--- src/rtl/gcd_engine.sv ---
// Single-clock GCD unit: captures both operands on start, then reduces them by
// subtractive Euclid (MODE=0) or binary Stein (MODE=1) until a terminal case is reached.
module gcd_engine #(
    parameter int WIDTH = 8,
    parameter int MODE  = 0,
    parameter int CW    = 16
) (
    input  logic             clock,
    input  logic             reset_n,
    input  logic             start,
    input  logic [WIDTH-1:0] a_in,
    input  logic [WIDTH-1:0] b_in,
    output logic             busy,
    output logic             done,
    output logic [WIDTH-1:0] gcd_out,
    output logic             zero_err,
    output logic [CW-1:0]    iter_count
);

    localparam int KW = $clog2(WIDTH) + 1;

    typedef enum logic [1:0] {IDLE, CALC, DONE} state_t;

    state_t           state, state_next;
    logic [WIDTH-1:0] ra, rb, ra_next, rb_next, gcd_next;
    logic [KW-1:0]    k, k_next;
    logic             zero_next;
    logic [CW-1:0]    iter_next;

    always_comb begin
        state_next = state;
        ra_next    = ra;
        rb_next    = rb;
        k_next     = k;
        gcd_next   = gcd_out;
        zero_next  = zero_err;
        iter_next  = iter_count;
        case (state)
            IDLE, DONE: begin
                if (start) begin
                    ra_next    = a_in;
                    rb_next    = b_in;
                    k_next     = '0;
                    iter_next  = '0;
                    zero_next  = 1'b0;
                    state_next = CALC;
                end
            end
            CALC: begin
                if (ra == '0 && rb == '0) begin
                    gcd_next   = '0;
                    zero_next  = 1'b1;
                    state_next = DONE;
                end else if (ra == '0 || rb == '0) begin
                    gcd_next   = (ra | rb) << k;
                    state_next = DONE;
                end else if (ra == rb) begin
                    gcd_next   = ra << k;
                    state_next = DONE;
                end else begin
                    if (iter_count != '1)
                        iter_next = iter_count + CW'(1);
                    // Both algorithms always subtract smaller from larger, so no underflow.
                    if (MODE == 0) begin
                        if (ra < rb)
                            rb_next = rb - ra;
                        else
                            ra_next = ra - rb;
                    end else begin
                        if (!ra[0] && !rb[0]) begin
                            ra_next = ra >> 1;
                            rb_next = rb >> 1;
                            k_next  = k + KW'(1);
                        end else if (!ra[0]) begin
                            ra_next = ra >> 1;
                        end else if (!rb[0]) begin
                            rb_next = rb >> 1;
                        end else if (ra > rb) begin
                            ra_next = (ra - rb) >> 1;
                        end else begin
                            rb_next = (rb - ra) >> 1;
                        end
                    end
                end
            end
            default: state_next = IDLE;
        endcase
    end

    // busy/done are registered from the next state so they track state exactly.
    always_ff @(posedge clock) begin
        if (!reset_n) begin
            state      <= IDLE;
            ra         <= '0;
            rb         <= '0;
            k          <= '0;
            gcd_out    <= '0;
            zero_err   <= 1'b0;
            iter_count <= '0;
            busy       <= 1'b0;
            done       <= 1'b0;
        end else begin
            state      <= state_next;
            ra         <= ra_next;
            rb         <= rb_next;
            k          <= k_next;
            gcd_out    <= gcd_next;
            zero_err   <= zero_next;
            iter_count <= iter_next;
            busy       <= (state_next == CALC);
            done       <= (state_next == DONE);
        end
    end

endmodule
--- config.mk ---
export PLATFORM = sky130hd
export DESIGN_NAME = gcd_engine
export DESIGN_NICKNAME = d
export VERILOG_FILES = /design/src/rtl/gcd_engine.sv
export SDC_FILE = /design/constraint.sdc
export NUM_CORES = 1
export LEC_CHECK = 0
export ABC_CLOCK_PERIOD_IN_PS = 2500
export CAP_MARGIN = 20
export CORE_MARGIN = 3
export CORE_UTILIZATION = 49
export CTS_CLUSTER_DIAMETER = 30
export CTS_CLUSTER_SIZE = 24
export DETAILED_ROUTE_END_ITERATION = 10
export GPL_TIMING_DRIVEN = 0
export PLACE_DENSITY = 0.88
export SLEW_MARGIN = 20
export SYNTH_ARGS = -nofsm -noshare
export SYNTH_HDL_FRONTEND = slang
export SYNTH_SLANG_ARGS = --single-unit
--- constraint.sdc ---
create_clock -name clock -period 2.5 [get_ports clock]
set_input_delay 0.5 -clock clock [delete_from_list [all_inputs] [get_ports clock]]
set_output_delay 0.5 -clock clock [all_outputs]
set_load 0.01 [all_outputs]
==> summary.txt <==
Worst setup path
  • Crit path kind: flop to flop
  • R2R setup slack: 0.03 ns
  • WP data arrival: 2.71 ns
  • Crit path cell chain: inv_1 > ha_4 > buf_6 > or4_4 > nor2_4 > o41ai_4 > nand2_4 > or4_4 > a211oi_2
  • Startpoint types: flop
  • Critical Path Sink Type: flop
  • Worst Reg-to-Reg Cells: 9
  • Most used cell, CP: or4_4
  • Critical Path Slowest Stage Cell: or4_4
  • CP required: 2.74 ns
  • Worst-path maximum fanout: 8
  • CP max stage delay: 0.50 ns
  • Worst r2r src: rb[4]
  • Reg2Reg Capture Point: iter_count[13]

STA
  • Min setup slack post-route: 0.0314 ns
  • Final Hold Viols: 0
  • Max Slew Vio Count: 0
  • Min cycle time layout: 2.47 ns
  • Worst-Margin Slew: 0.808 ns
  • Final Cycle Share: 98.7%
  • Final setup vio count: 0
  • Smallest hold slack: 0.509 ns
  • Worst rel slew slack: 45.8%
  • Layout Skew: 0.00875 ns
  • Unrepaired setup endpoints after global routing: true
  • Max frequency: 0.405 GHz

Pwr
  • Power Density: 1520 mW/mm²
  • Leakage: 1.41 nW
  • Max VDD drop: 0.928 mV

Cells and area
  • Final instance area: 0.00399 mm²
  • Commonest non-fill, non-tap cell in the layout: clkdlybuf4s50_1
  • Layout cells sized above 1: 19.2%
  • Commonest cells after routing, fill and taps aside: clkdlybuf4s50_1, nor2_1, dfxtp_1
  • Antenna diodes: 0
  • Synth-to-Final Area Change: 34.2%
  • Final #Nets: 487

Floorplanning
  • Die height: 83.9 µm
  • Starting Density: 52.4%
  • Core Box Area: 0.00568 mm²
  • DIE WIDTH: 83.9 µm
  • Rows: 27
  • Die ar.: 0.00704 mm²
  • I/O pin cnt: 46

Run status
  • Status: finished, final reports clean

GRT
  • Largest net degree at the start of global routing: 14
  • Initial antenna violation count: 0
  • First-pass GRT wire length: 15.1 mm
  • GRT overflow: 0
  • Vias in the first global route: 3146
  • Global Route Usage Sum: 26.0%

Synthesis
  • Sequential cell area fraction in the yosys report: 30.3%
  • Yosys reg bits: 45
  • Mean Syn Cell Area: 7.93 µm²
  • Synth Cell Area: 0.00297 mm²
  • Number of synthesized flops with an enable pin: 0
  • Yosys cell types: 53
  • Syn_nets: 420
  • Post-synthesis async set-or-reset flop share: 0%
  • Ys flop type: dfxtp_1
  • Synth Warn #: 0
  • Cells after synthesis: 375

Route
  • Vias: 3315
  • Final routed DRC violation total: 0
  • DRT Pass-1 Iters: 5
  • Starting DRT DRC Count: 529
  • Routed WL: 9.88 mm
  • Post-DR wirelength/cell: 19.2 µm
  • Via density: 6.44
  • Antenna violation net count after detailed routing: 0

Flow run
  • Maximum Capacitance Violations: 0

CTS
  • Clk sink count: 45
  • Root buf cell: clkbuf_8
  • CTS H-tree depth: 2
  • Inserted Clock Buffers: 5
  • CTS clk-pin slew, worst paths: 0.09 ns
  • Worst skew pair latency: 0.31 ns
  • Max clock buf depth: 2
  • CTS tree: built
  • Hold_buf cts: 0

Worst hold path
  • Hold Path End: iter_count[1]
  • Worst hold start: iter_count[1]
  • Worst hold stages: 2
  • Hold WC Path Type: flop to flop

Place
  • Place WS: -0.284 ns
  • Dpl cell area: 0.00351 mm²
  • PortBufs: 45
  • Placer congestion estimate: 0.927
  • DPL Wire Length: 6.37 mm
==> area by class of cell <==
cell class,count,area (µm²)
inverter,25,93.8
fill,403,1690
multi-input combinational,285,2100
buffer,20,118
tap,72,90.1
sequential,45,927
clock inverter,1,7.51
clock buffer,7,76.3
timing repair buffer,60,577
==> power by group <==
part	switching (mW)	leakage, nW	internal (mW)
Combinational	2.57	1.00	1.92
Sequential	0.193	0.373	0.933
Clock	0.265	0.0385	0.198
Total	3.03	1.41	3.05
==> worst max-delay path, delay by kind of cell, from the launching register on <==
| family | cells | cell delay (ns) |
|---|---|---|
| buf+inv | 2 | 0.22 |
| simple gates | 4 | 0.84 |
| flops | 1 | 0.37 |
| fa+ha+maj | 1 | 0.28 |
| compound gates | 2 | 0.69 |
==> metal layers <==
layer	global-route usage, %	wire length, µm
met5	0	0
met4	11.3	298
met3	4.34	965
met2	41.0	4680
met1	35.0	3940
==> metrics by stage <==
step           util, %  instances  power [mW]  TNS (ns)
2_1_floorplan        -        375        3.56         0
3_3_place_gp      61.9        492        4.35     -5.52
3_5_place_dp      61.9        492        4.42     -6.77
4_1_cts           66.6        508        5.34         0
5_1_grt           70.3        515        6.42   -0.0337
6_report          70.3        515        6.08         0
==> registers in the layout, summed over array words and instances (netlist names) <==
register and count:
gcd_out 8, zero_err 1, iter_count 16, rb 8
ra 8, done 1, state 2, busy 1
==> synth_stat cells, types with 2 or more instances <==
cell type | number | share of area (%)
a211o_1 | 4 | 1.2
a211oi_1 | 5 | 1.3
a21oi_1 | 29 | 4.9
a22oi_1 | 10 | 2.5
a31oi_1 | 2 | 0.42
and3_1 | 3 | 0.63
buf_2 | 4 | 0.67
clkbuf_1 | 14 | 1.8
dfxtp_1 | 45 | 30
fa_1 | 2 | 1.3
ha_1 | 24 | 10
inv_1 | 25 | 3.2
mux2i_1 | 3 | 1.0
nand2_1 | 26 | 3.3
nand2b_1 | 2 | 0.42
nand3_1 | 16 | 2.7
nand3b_1 | 2 | 0.50
nand4_1 | 3 | 0.63
nor2_1 | 37 | 4.7
nor2_2 | 3 | 0.63
nor2b_1 | 5 | 1.1
nor3_1 | 11 | 1.9
nor4_1 | 3 | 0.63
o2111ai_1 | 3 | 0.88
o211ai_1 | 9 | 2.3
o21ai_0 | 21 | 3.5
o21ai_1 | 10 | 1.7
o21bai_1 | 3 | 0.76
o22ai_1 | 3 | 0.63
o31ai_1 | 4 | 1.0
o41ai_1 | 6 | 1.8
or3_1 | 3 | 0.63
or4_1 | 8 | 2.0
xnor2_1 | 8 | 2.4
==> worst max-delay path by stage <==
stage               start              to  slack, ns  cells past startpoint
floorplan           ra[3]           rb[7]       0.09                      8
global placement    ra[2]           ra[7]      -0.22                      8
detailed placement  ra[2]           ra[7]      -0.28                      8
CTS                 rb[4]  iter_count[13]      0.001                      9
global route        rb[4]  iter_count[13]      -0.03                      9
finish              rb[4]  iter_count[13]       0.03                      9
==> cell families (layout without fill, tap and decap cells) <==
family,Yosys count,after routing,share of synthesized area (%)
buf+inv,45,113,6.23
simple gates,127,127,21.1
fa+ha+maj,26,26,11.4
xor+xnor,8,8,2.36
flops,45,45,30.3
compound gates,120,120,27.1
mux,4,4,1.39
==> timing repair <==
item / CTS / global route
cloned: 0 / 1
buffers inserted: 8 / 6
pin swaps: 4 / 7
setup endpoints to repair: 42 / 38
resized for setup: 36 / 40
(Power assumes the default switching activity.)
